==> config.mk <==
export PLATFORM = sky130hd
export DESIGN_NAME = vga_timing_ms
export DESIGN_NICKNAME = d
export VERILOG_FILES = /design/src/rtl/vga_ms_pkg.sv /design/src/rtl/vga_ms_decode.sv /design/src/rtl/vga_timing_ms.sv
export SDC_FILE = /design/constraint.sdc
export NUM_CORES = 1
export LEC_CHECK = 0
export BUFFER_PORTS_ARGS = -buffer_cell sky130_fd_sc_hd__buf_2
export CAP_MARGIN = 5
export CORE_MARGIN = 2
export CORE_UTILIZATION = 45
export DETAILED_ROUTE_END_ITERATION = 8
export SYNTH_ARGS = -nofsm -noshare
export SYNTH_HDL_FRONTEND = slang
export SYNTH_HIERARCHICAL = 1
export SYNTH_SLANG_ARGS = --single-unit
==> constraint.sdc <==
create_clock -name clk -period 6.1 [get_ports clk]
set_input_delay 0.305 -clock clk [delete_from_list [all_inputs] [get_ports clk]]
set_output_delay 0.305 -clock clk [all_outputs]
set_load 0.01 [all_outputs]
==> src/rtl/vga_ms_pkg.sv <==
// Timing-mode table and mode-FSM types shared by the multi-mode VGA timing generator.
package vga_ms_pkg;

  localparam int VGA_CNT_W = 11;

  typedef struct packed {
    logic [VGA_CNT_W-1:0] h_act;
    logic [VGA_CNT_W-1:0] h_fp;
    logic [VGA_CNT_W-1:0] h_sync;
    logic [VGA_CNT_W-1:0] h_bp;
    logic [VGA_CNT_W-1:0] v_act;
    logic [VGA_CNT_W-1:0] v_fp;
    logic [VGA_CNT_W-1:0] v_sync;
    logic [VGA_CNT_W-1:0] v_bp;
    logic                 hpol;
    logic                 vpol;
  } vga_mode_t;

  typedef enum logic {
    MS_IDLE,
    MS_PENDING
  } mode_state_e;

  localparam vga_mode_t VGA_MODE_640X480 = '{11'd640, 11'd16, 11'd96, 11'd48,
                                             11'd480, 11'd10, 11'd2, 11'd33, 1'b0, 1'b0};
  localparam vga_mode_t VGA_MODE_800X600 = '{11'd800, 11'd40, 11'd128, 11'd88,
                                             11'd600, 11'd1, 11'd4, 11'd23, 1'b1, 1'b1};
  localparam vga_mode_t VGA_MODE_TEST    = '{11'd8, 11'd2, 11'd2, 11'd2,
                                             11'd4, 11'd1, 11'd1, 11'd1, 1'b1, 1'b0};

  // Slots beyond the defined modes repeat mode 0 so a wider N_MODES still yields sane timing.
  localparam vga_mode_t VGA_MODES [8] = '{VGA_MODE_640X480, VGA_MODE_800X600, VGA_MODE_TEST,
                                          VGA_MODE_640X480, VGA_MODE_640X480, VGA_MODE_640X480,
                                          VGA_MODE_640X480, VGA_MODE_640X480};

endpackage

==> src/rtl/vga_ms_decode.sv <==
// Single-axis decode of a position count: blanking, sync level at mode polarity, last-count flag.
// Purely combinational; the caller registers the results.
module vga_ms_decode #(
  parameter int CNT_W = 11
) (
  input  logic [CNT_W-1:0] cnt,
  input  logic [CNT_W-1:0] act,
  input  logic [CNT_W-1:0] fp,
  input  logic [CNT_W-1:0] sync,
  input  logic [CNT_W-1:0] bp,
  input  logic             pol,
  output logic             blank,
  output logic             sync_lvl,
  output logic             last
);

  logic [CNT_W-1:0] sync_beg;
  logic [CNT_W-1:0] sync_end;
  logic [CNT_W-1:0] total_m1;
  logic             in_win;

  always_comb begin
    sync_beg = act + fp;
    sync_end = sync_beg + sync;
    total_m1 = sync_end + bp - CNT_W'(1);
    in_win   = (cnt >= sync_beg) && (cnt < sync_end);
    blank    = (cnt >= act);
    sync_lvl = ~(in_win ^ pol);
    last     = (cnt == total_m1);
  end

endmodule

==> src/rtl/vga_timing_ms.sv <==
// Multi-mode VGA timing generator; outputs lag the internal counters by one pix_en cycle.
// pix_en qualifies all counting; mode switches are deferred to the last pixel of a frame.
module vga_timing_ms
  import vga_ms_pkg::*;
#(
  parameter int        N_MODES   = 3,
  parameter int        CNT_W     = 11,
  parameter vga_mode_t MODES [8] = VGA_MODES
) (
  input  logic             clk,
  input  logic             rst,
  input  logic             pix_en,
  input  logic [2:0]       mode_sel,
  input  logic             mode_req,
  output logic             mode_ack,
  output logic             mode_err,
  output logic [2:0]       cur_mode,
  output logic [CNT_W-1:0] hcount,
  output logic [CNT_W-1:0] vcount,
  output logic             hblnk,
  output logic             vblnk,
  output logic             hsync,
  output logic             vsync,
  output logic             de,
  output logic             frame_start,
  output logic             line_start
);

  localparam logic [3:0] N_MODES_L = 4'(N_MODES);

  logic [CNT_W-1:0] h;
  logic [CNT_W-1:0] v;
  logic [2:0]       act_mode;
  logic [2:0]       pend_mode;
  mode_state_e      state;
  vga_mode_t        m;

  logic h_blank, v_blank, h_sync_lvl, v_sync_lvl, h_last, v_last;
  logic sel_ok, switch_pt;

  assign m         = MODES[act_mode];
  assign sel_ok    = ({1'b0, mode_sel} < N_MODES_L);
  assign switch_pt = pix_en && (state == MS_PENDING) && h_last && v_last;

  vga_ms_decode #(.CNT_W(CNT_W)) u_hdec (
    .cnt      (h),
    .act      (CNT_W'(m.h_act)),
    .fp       (CNT_W'(m.h_fp)),
    .sync     (CNT_W'(m.h_sync)),
    .bp       (CNT_W'(m.h_bp)),
    .pol      (m.hpol),
    .blank    (h_blank),
    .sync_lvl (h_sync_lvl),
    .last     (h_last)
  );

  vga_ms_decode #(.CNT_W(CNT_W)) u_vdec (
    .cnt      (v),
    .act      (CNT_W'(m.v_act)),
    .fp       (CNT_W'(m.v_fp)),
    .sync     (CNT_W'(m.v_sync)),
    .bp       (CNT_W'(m.v_bp)),
    .pol      (m.vpol),
    .blank    (v_blank),
    .sync_lvl (v_sync_lvl),
    .last     (v_last)
  );

  // Counters and the registered view of them; everything holds while pix_en is low.
  always_ff @(posedge clk) begin
    if (rst) begin
      h           <= '0;
      v           <= '0;
      hcount      <= '0;
      vcount      <= '0;
      hblnk       <= 1'b0;
      vblnk       <= 1'b0;
      hsync       <= ~MODES[0].hpol;
      vsync       <= ~MODES[0].vpol;
      de          <= 1'b0;
      line_start  <= 1'b0;
      frame_start <= 1'b0;
      cur_mode    <= '0;
    end else if (pix_en) begin
      hcount      <= h;
      vcount      <= v;
      hblnk       <= h_blank;
      vblnk       <= v_blank;
      hsync       <= h_sync_lvl;
      vsync       <= v_sync_lvl;
      de          <= ~h_blank & ~v_blank;
      line_start  <= (h == '0);
      frame_start <= (h == '0) && (v == '0);
      cur_mode    <= act_mode;
      if (h_last) begin
        h <= '0;
        v <= v_last ? '0 : v + CNT_W'(1);
      end else begin
        h <= h + CNT_W'(1);
      end
    end
  end

  // A request landing on the switch cycle re-arms PENDING for the next frame.
  always_ff @(posedge clk) begin
    if (rst) begin
      state     <= MS_IDLE;
      pend_mode <= '0;
      act_mode  <= '0;
      mode_ack  <= 1'b0;
      mode_err  <= 1'b0;
    end else begin
      mode_ack <= switch_pt;
      mode_err <= mode_req & ~sel_ok;
      if (switch_pt) begin
        act_mode <= pend_mode;
      end
      case (state)
        MS_IDLE: begin
          if (mode_req && sel_ok) begin
            pend_mode <= mode_sel;
            state     <= MS_PENDING;
          end
        end
        MS_PENDING: begin
          if (mode_req && sel_ok) begin
            pend_mode <= mode_sel;
          end else if (switch_pt) begin
            state <= MS_IDLE;
          end
        end
      endcase
    end
  end

endmodule

==> results of run 1 <==
==> how the worst max path moves through the flow <==
stage	startpoint	end	slack [ps]
floorplan	act_mode[0]$_SDFFE_PP0P_	act_mode[0]$_SDFFE_PP0P_	250
global placement	act_mode[0]$_SDFFE_PP0P_	v[8]$_SDFFE_PP0P_	120
detailed placement	act_mode[0]$_SDFFE_PP0P_	v[5]$_SDFFE_PP0P_	-40
CTS	act_mode[0]$_SDFFE_PP0P_	act_mode[1]$_SDFFE_PP0P_	20
global route	act_mode[0]$_SDFFE_PP0P_	act_mode[1]$_SDFFE_PP0P_	-3
finish	act_mode[0]$_SDFFE_PP0P_	v[6]$_SDFFE_PP0P_	280
==> metal layers <==
layer	vias to the layer above	share of wire, %	wire (um)	track usage, %
li1	3383	-	-	-
met5	-	0	0	0
met4	0	1.2	202	4.60
met1	2970	52	8880	28.2
met2	73	45	7800	32.2
met3	16	1.8	304	1.81
==> power by group through the flow <==
stage / Clock (mW) / Combinational (mW) / Sequential (mW)
after floorplan: 0 / 0.613 / 0.432
after global placement: 0 / 0.726 / 0.433
after detailed placement: 0 / 0.727 / 0.433
after CTS: 0.467 / 0.736 / 0.424
after global routing: 0.485 / 0.877 / 0.425
final: 0.457 / 0.770 / 0.424
==> sequential cells by signal, summed over array words and instances, names as in the netlist <==
signal       count
v               11
mode_ack         1
cur_mode         3
frame_start      1
vblnk            1
hsync            1
hblnk            1
vsync            1
act_mode         3
line_start       1
h               11
vcount          11
mode_err         1
pend_mode        3
de               1
state            1
hcount          11
==> critical path: stages (launching register included) <==
cell,delay (ps)
dfxtp_1,320
inv_1,50
ha_1,320
nor2_4,150
inv_1,110
ha_4,260
or4b_2,630
o2111ai_1,110
or2_2,150
ha_1,160
inv_1,90
or4_1,520
o31ai_1,80
a221o_1,140
a311oi_1,50
ha_1,300
inv_1,40
ha_1,330
and3_1,190
a211oi_1,250
o211ai_1,160
xnor3_1,240
nor2_4,200
nand4_1,240
buf_4,240
or3_1,300
a21oi_1,130
==> cells in the final DEF (no fill, tap or decap), drive strengths merged, types with 6 or more instances in the layout <==
cell type / Yosys / routed
nand2: 49 / 49
nor2b: 13 / 13
and3: 8 / 8
nor4: 7 / 7
ha: 142 / 142
nand4: 14 / 14
or4: 7 / 7
a31oi: 6 / 6
or3: 6 / 6
o31ai: 8 / 8
nand2b: 23 / 23
xor2: 31 / 31
nor3: 14 / 14
xnor2: 45 / 45
buf: 7 / 56
conb: 2 / 70
clkbuf: 5 / 9
nor2: 62 / 62
mux2i: 38 / 38
o21ai: 41 / 41
inv: 125 / 127
o2111ai: 7 / 7
dfxtp: 63 / 63
a211oi: 7 / 7
a21o: 23 / 23
fa: 6 / 6
nand3: 21 / 21
a21oi: 55 / 55
==> cells by family (layout without fill, tap and decap cells) <==
family | Yosys count | count (layout) | share of synthesized area [%]
other | 2 | 70 | 0.101
muxes | 38 | 38 | 5.13
adders and majority gates | 149 | 149 | 25.7
xor gates and xnor gates | 78 | 78 | 9.68
buffers and inverters | 137 | 196 | 7.05
and+or+nand+nor | 245 | 245 | 17.4
DFF | 63 | 63 | 17.0
AOI/OAI and AO/OA | 195 | 195 | 17.9
==> what timing repair did <==
item,4_1_cts,5_1_grt
gates resized for setup,1,17
pin swaps,0,9
setup endpoints to repair,7,25
buffers inserted,0,5
hold buffers,0,0
==> area by class of cell <==
cell class	instances	area, um2
Clock buffer	9	225
Clock inverter	6	45.0
Fill cell	1644	7430
Inverter	125	469
Multi-Input combinational cell	775	5980
Sequential cell	63	1260
Tap cell	216	270
Timing Repair Buffer	56	320
==> stage by stage <==
| step | setup TNS (ps) | power [mW] |
|---|---|---|
| 2_1_floorplan | 0 | 1.05 |
| 3_3_place_gp | 0 | 1.16 |
| 3_5_place_dp | -84.7 | 1.16 |
| 4_1_cts | 0 | 1.63 |
| 5_1_grt | -2.56 | 1.79 |
| 6_report | 0 | 1.65 |
==> metrics.md, run 1 <==
| Metric | Value |
|---|---|
| Clock Pin Slew Worst Setup and Hold Paths | `50 ps` |
| Number of port buffers | `40` |
| Placed instance area | `8170 um2` |
| Status | `completed` |
| Asr flop ratio synth | `0%` |
| Ant. Diodes | `0` |
| Fin area | `8570 um2` |
| Mean Syn Cell Area | `8.18 um2` |
| Hold endpoint | `pend_mode[1]$_SDFFE_PP0P_` |
| Pre-CTS setup slack | `-40.4 ps` |
| Int Pwr | `1.04 mW` |
| Fin util | `53.5%` |
| Final Hold Viols | `0` |
| Skew final | `9.12 ps` |
| Die height | `132 um` |
| Die boundary width | `132 um` |
| Synth area leader | `ha_1` |
| Mapped Cells | `907` |
| DRC Markers | `0` |
| First-pass GRT wire length | `28600 um` |
| Clock Latency Late Sink | `320 ps` |
| Root buf cell | `clkbuf_16` |
| Setup ws final | `282 ps` |
| All-layer global routing usage | `19.8%` |
| Max clock buf depth | `2` |
| Flops & latches, synth | `63` |
| Core ar. | `16000 um2` |
| Slew @ Worst Pin | `891 ps` |
| Initial antenna violation count | `0` |
| Post-synth top flop | `dfxtp_1` |
| I/O pin total | `41` |
| Required time worst endpoint | `6350 ps` |
| Fmax | `0.172 GHz` |
| Sw frac | `36.8%` |
| Yosys top cell area share | `24.0%` |
| TritonCTS clock tree | `done` |
| Detailed Place HPWL | `13300 um` |
| Power density over cell area | `193 nW/um2` |
| Critical Setup Path Class | `register to register` |
| Seq pwr share | `25.7%` |
| # placed instances | `1230` |
| Wire per inst | `13.7 um` |
| RR Endpoint | `v[6]$_SDFFE_PP0P_` |
| Gp weighted congestion | `0.863` |
| Final antenna-violating net count | `0` |
| Synth unique cells | `74` |
| Hold WC Path Type | `input port to register` |
| Top cells by area, synth | `ha_1 (24%), dfxtp_1 (17%), inv_1 (6.3%), xnor2_1 (5.3%), mux2i_1 (5.1%)` |
| Worst path arrival time | `6070 ps` |
| Static Leak | `4.25 nW` |
| Top cells by count, synth | `ha_1 (142), inv_1 (125), dfxtp_1 (63)` |
| Largest net degree at the start of global routing | `52` |
| Starting Density | `46.3%` |
| Yosys warns | `6` |
| Register area share after synthesis | `17.0%` |
| Hold depth | `3` |
| Routed via count | `6442` |
| Most frequent cell after synthesis | `ha_1` |
| Worst hold slack | `256 ps` |
| Cell Area, Synth | `7420 um2` |
| Layout cell share with drive strength beyond 1 | `10.5%` |
| Hold Startpoint | `mode_sel[1]` |
| Max cap viols | `0` |
| CP max FO | `5` |
| Relative slew slack | `40.6%` |
| Pins Over Slew Limit | `0` |
| Die area | `17500 um2` |
| Area growth syn-to-layout | `15.5%` |
| Row count | `46` |
| Vias/cell | `5.15` |
| TritonCTS buffer count | `9` |
| DRT iter0 DRCs | `250` |
| Clock Power Share | `27.7%` |
| NetSw | `0.607 mW` |
| Detailed Route WL | `17200 um` |
| Nets | `1185` |
| Post-synth EDFFs | `0` |
| # H-tree levels | `3` |
| # setup viols final | `0` |
| RR Startpoint | `act_mode[0]$_SDFFE_PP0P_` |
| Worst IR Drop VDD | `0.209 mV` |
| Register-to-Register Path Depth | `26` |
| Power share of the combinational group | `46.6%` |
| Vias in the first global route | `5885` |
| Gr ovfl total | `0` |
| Fin crit period | `5820 ps` |
| Crit. End Element | `register` |
| First-pass DRT Iterations | `5` |
| Final period util | `95.4%` |
| CP startpoint kind | `register` |
| Clock Sinks | `63` |
| R2R Setup Slk | `280 ps` |
| Post-Layout Cell Count | `1250` |
(Power assumes the default switching activity.)
==> run 2, diff against run 1 <==
clock period = 4.8 ns   (was 6.1 ns; I/O delays follow)
==> run 2 against run 1 <==
The flow now finishes with violations (negative setup slack); clock power up 41%; fmax up 13%; die area unchanged; combinational power up 79%; total power up 55%; sequential power up 27%; first-iteration DRC count up 17%; core utilization up 11 points; non-clock buffer count up 131; final area up 20%.
==> metrics.md, run 2 (synthesized netlist as in run 1, its figures left out) <==
| Metric | Value |
|---|---|
| Worst IR Drop VDD | `0.375 mV` |
| Die boundary width | `132 um` |
| Gr ovfl total | `0` |
| Slew @ Worst Pin | `971 ps` |
| Commonest non-fill, non-tap cell in the layout | `buf_4` |
| Required time worst endpoint | `5060 ps` |
| All-layer global routing usage | `21.8%` |
| Area growth syn-to-layout | `38.6%` |
| Post-CTS Hold Buffers | `0` |
| Die height | `132 um` |
| Critical Setup Path Class | `register to register` |
| Detailed Place HPWL | `14200 um` |
| Root buf cell | `clkbuf_16` |
| Core ar. | `16000 um2` |
| Initial antenna violation count | `0` |
| # placed instances | `1341` |
| First-pass DRT Iterations | `5` |
| Crit. End Element | `register` |
| First-pass GRT wire length | `31700 um` |
| Layout cell share with drive strength beyond 1 | `27.5%` |
| # H-tree levels | `3` |
| Hold WC Path Type | `input port to register` |
| Clock Sinks | `63` |
| Post-Layout Cell Count | `1381` |
| Clock Latency Late Sink | `320 ps` |
| Largest net degree at the start of global routing | `51` |
| Row count | `46` |
| Skew final | `5.93 ps` |
| CP startpoint kind | `register` |
| Vias in the first global route | `6690` |
| Vias/cell | `5.06` |
| Nets | `1316` |
| Max cap viols | `0` |
| TritonCTS clock tree | `done` |
| Routed via count | `6987` |
| Final antenna-violating net count | `0` |
| Worst path arrival time | `5410 ps` |
| Max clock buf depth | `2` |
| Starting Density | `46.3%` |
| Detailed Route WL | `18900 um` |
| Relative slew slack | `35.2%` |
| CP max-delay cell | `or4b_4` |
| Number of port buffers | `40` |
| Static Leak | `5.04 nW` |
| TritonCTS buffer count | `9` |
| Fin crit period | `5150 ps` |
| I/O pin total | `41` |
| Clock Pin Slew Worst Setup and Hold Paths | `60 ps` |
| Delay of the slowest critical-path stage | `540 ps` |
| Pins Over Slew Limit | `0` |
| Most frequent CP cell | `ha_4` |
| Ant. Diodes | `0` |
| Gp weighted congestion | `0.842` |
| Final period util | `107%` |
| Setup TNS | `-4670 ps` |
| # setup viols final | `27` |
| Top delay family on crit path | `simple AND/OR/NAND/NOR gates` |
| Worst hold slack | `193 ps` |
| CP max FO | `4` |
| Power density over cell area | `249 nW/um2` |
| Most frequent cells in the layout | `buf_4 (129), ha_1 (123), inv_1 (117)` |
| Wire per inst | `13.7 um` |
| Final Hold Viols | `0` |
| RSZ-0062 raised after global routing | `yes` |
| DRC Markers | `0` |
| Violated checks | `negative setup slack` |
| Fmax | `0.194 GHz` |
| Setup ws final | `-347 ps` |
| Die area | `17500 um2` |
| Crit path buffers/inverters | `6` |
| Status | `finished, violations left` |
| DRT iter0 DRCs | `293` |
==> run 2: cell types whose count changed in the layout (fill, tap and decap cells not counted), moves of 7 or more <==
| cell | delta |
|---|---|
| ha_1 | -17 |
| ha_4 | +15 |
| inv_2 | +7 |
| inv_1 | -8 |
| buf_4 | +113 |
| buf_6 | +14 |
| a21oi_2 | +7 |
| a21oi_1 | -9 |
==> run 2: path summary, 6_finish.rpt <==
kind / start / endpoint / slack, ps / depth (start not counted)
setup / recovery: act_mode[0]$_SDFFE_PP0P_ / v[6]$_SDFFE_PP0P_ / -350 / 27
hold / removal: mode_sel[1] / pend_mode[1]$_SDFFE_PP0P_ / 190 / 3
setup reg to reg: act_mode[0]$_SDFFE_PP0P_ / v[6]$_SDFFE_PP0P_ / -350 / 27
hold reg to reg: state$_SDFF_PP0_ / state$_SDFF_PP0_ / 460 / 2
==> run 2: per-layer routing <==
metal  up-vias  GRT usage (%)  wire (um)
met5         -              0          0
met4         0           4.54        319
met3        25           2.08        386
met2        85           36.5       8680
met1      3224           30.5       9540
li1       3653              -          -
==> run 2: report_power, final <==
group          switching [mW]  internal [mW]  total [mW]
combinational           0.653          0.722        1.38
sequential            0.00787          0.530       0.538
clock                   0.230          0.416       0.645
==> run 2: timing repair <==
action	in CTS	in global routing
resized for setup	55	54
setup endpoints to repair	28	29
setup buffers	18	11
pin swaps	52	38
==> run 2: layout make-up <==
cell class                      count  area [um2]
Clock buffer                       11         243
Multi-Input combinational cell    775        6570
Inverter                          125         474
Tap cell                          216         270
Fill cell                        1442        5720
Timing Repair Buffer              187        1400
Sequential cell                    63        1260
Clock inverter                      4        55.1
==> run 2: worst min-delay path, cell delays in order <==
cell and delay, ps:
buf_2 110, nand3_1 60, a21oi_1 50
==> run 2: metrics by stage <==
stage                     util (%)  worst slack, ps  instance area [um2]  power [mW]
after global placement        57.6             -525                 9210        1.71
after floorplan                  -             -213                 7860        1.38
after CTS                     62.0             -311                 9920        2.46
final                         64.2             -347                10300        2.56
after global routing          64.2             -578                10300        2.74
after detailed placement      57.6             -526                 9210        1.71
==> run 3, diff against run 2 <==
CTS_BUF_LIST = sky130_fd_sc_hd__clkbuf_8   (was unset)
==> run 3 against run 2 <==
The flow still finishes with violations (negative setup slack); total power shrank 8.4%; first-iteration DRC count grew 20%; worst hold slack lost 23 ps; non-clock buffer count shrank 4; final cell count shrank 0.29%; register-to-register slack lost 30 ps; flip-flop and latch count is the same; wire length shrank 0.20%; die area is the same; critical path depth is the same; final area shrank 1.8%; clock-buffer cell count shrank 1; critical path type unchanged.
==> metrics.md, run 3 (synthesized netlist as in run 1, its figures left out) <==
| Metric | Value |
|---|---|
| Status | `finished, violations left` |
| Violated checks | `negative setup slack` |
| Final period util | `108%` |
| Commonest non-fill, non-tap cell in the layout | `buf_4` |
| Detailed Route WL | `18900 um` |
| CP max FO | `5` |
| Initial antenna violation count | `0` |
| Hold WC Path Type | `input port to register` |
| # setup viols final | `27` |
| DRC Markers | `0` |
| I/O pin total | `41` |
| RSZ-0062 raised after global routing | `yes` |
| Final Power | `2.34 mW` |
| Vias in the first global route | `6667` |
| CP max-delay cell | `or4b_4` |
| Clock Sinks | `63` |
| First-pass GRT wire length | `31700 um` |
| Detailed Place HPWL | `14200 um` |
| First-pass DRT Iterations | `5` |
| Ant. Diodes | `0` |
| Final antenna-violating net count | `0` |
| Wire per inst | `13.7 um` |
| Die boundary width | `132 um` |
| Fin crit period | `5180 ps` |
| Skew final | `13.4 ps` |
| Fin util | `63.1%` |
| Row count | `46` |
| Power density over cell area | `232 nW/um2` |
| Relative slew slack | `35.6%` |
| Setup TNS | `-5310 ps` |
| Number of port buffers | `40` |
| Slew @ Worst Pin | `966 ps` |
| Required time worst endpoint | `5080 ps` |
| Delay of the slowest critical-path stage | `490 ps` |
| Pins Over Slew Limit | `0` |
| Static Leak | `4.98 nW` |
| Post-CTS Hold Buffers | `0` |
| Die area | `17500 um2` |
| Max clock buf depth | `2` |
| Fmax | `0.193 GHz` |
| Die height | `132 um` |
| Layout cell share with drive strength beyond 1 | `27.0%` |
| Setup ws final | `-380 ps` |
| Area growth syn-to-layout | `36.1%` |
| Layout filler cell count | `1480` |
| Crit. End Element | `register` |
| Most frequent CP cell | `ha_4` |
| Final Hold Viols | `0` |
| Vias/cell | `5.06` |
| All-layer global routing usage | `21.7%` |
| Nets | `1312` |
| Clock Pin Slew Worst Setup and Hold Paths | `80 ps` |
| FF+latch area | `1260 um2` |
| Most frequent cells in the layout | `buf_4 (130), ha_1 (124), inv_1 (119)` |
| Core ar. | `16000 um2` |
| Footprint of the multi-input gates | `6540 um2` |
| Worst hold slack | `170 ps` |
| Worst path arrival time | `5460 ps` |
| Worst IR Drop VDD | `0.223 mV` |
| Starting Density | `46.3%` |
| Largest net degree at the start of global routing | `51` |
| TritonCTS clock tree | `done` |
| Root buf cell | `clkbuf_8` |
| CP startpoint kind | `register` |
| Max cap viols | `0` |
| TritonCTS buffer count | `9` |
| Gp weighted congestion | `0.842` |
| Clock Latency Late Sink | `340 ps` |
| # H-tree levels | `3` |
| Routed via count | `6962` |
| DRT iter0 DRCs | `351` |
| Critical Setup Path Class | `register to register` |
| Gr ovfl total | `0` |
-- run 3: changes by cell type in the layout (fill, tap and decap cells not counted), sizes merged --
cell / change
buf: -4
clkbuf: -1
inv: +1
-- run 3: area by class of cell --
cell class	instances	share of cell area, %
Multi-Input combinational cell	775	64.8
Timing Repair Buffer	183	13.4
Sequential cell	63	12.5
Inverter	125	4.70
Tap cell	216	2.68
Clock buffer	10	1.36
Clock inverter	5	0.583
-- run 3: worst paths after layout --
check                           startpoint                        end  slack, ps  cells past startpoint
hold reg to reg           state$_SDFF_PP0_           state$_SDFF_PP0_        460                      2
setup reg to reg  act_mode[0]$_SDFFE_PP0P_          v[6]$_SDFFE_PP0P_       -380                     27
hold / removal                 mode_sel[0]  pend_mode[0]$_SDFFE_PP0P_        170                      3
setup / recovery  act_mode[0]$_SDFFE_PP0P_          v[6]$_SDFFE_PP0P_       -380                     27
-- run 3: metrics by stage --
stage               instance area [um2]  instances  setup slack, ps
floorplan                          7860        975             -213
global placement                   9210       1341             -525
global route                      10100       1377             -601
finish                            10100       1377             -380
detailed placement                 9210       1341             -526
CTS                                9800       1370             -301
-- run 3: worst max-delay path: cells and delay by family, from the launching register on --
family | cells | cell delay (ps)
AO/OA/AOI/OAI | 7 | 640
XOR/XNOR | 3 | 750
adder cells (fa/ha/maj) | 4 | 770
buffers and inverters | 5 | 490
flip-flops | 1 | 350
AND/OR/NAND/NOR | 8 | 2110
-- run 3: layer usage --
| layer | up-vias | track usage (%) | wire length, um |
|---|---|---|---|
| met3 | 20 | 1.96 | 526 |
| li1 | 3639 | - | - |
| met2 | 94 | 36.0 | 8650 |
| met1 | 3209 | 30.8 | 9490 |
| met4 | 0 | 4.30 | 225 |
| met5 | - | 0 | 0 |
-- run 3: power breakdown --
group / internal, mW / total, mW / switching (mW) / leakage (nW)
Sequential: 0.530 / 0.537 / 0.00792 / 0.511
Clock: 0.252 / 0.462 / 0.210 / 0.100
Combinational: 0.704 / 1.35 / 0.641 / 4.37
-- run 3: what timing repair did --
item | CTS | global route
pin swaps | 34 | 42
endpoints found under the hold margin | 0 | 0
resized for setup | 50 | 50
setup endpoints to repair | 28 | 29
buffers inserted | 17 | 8
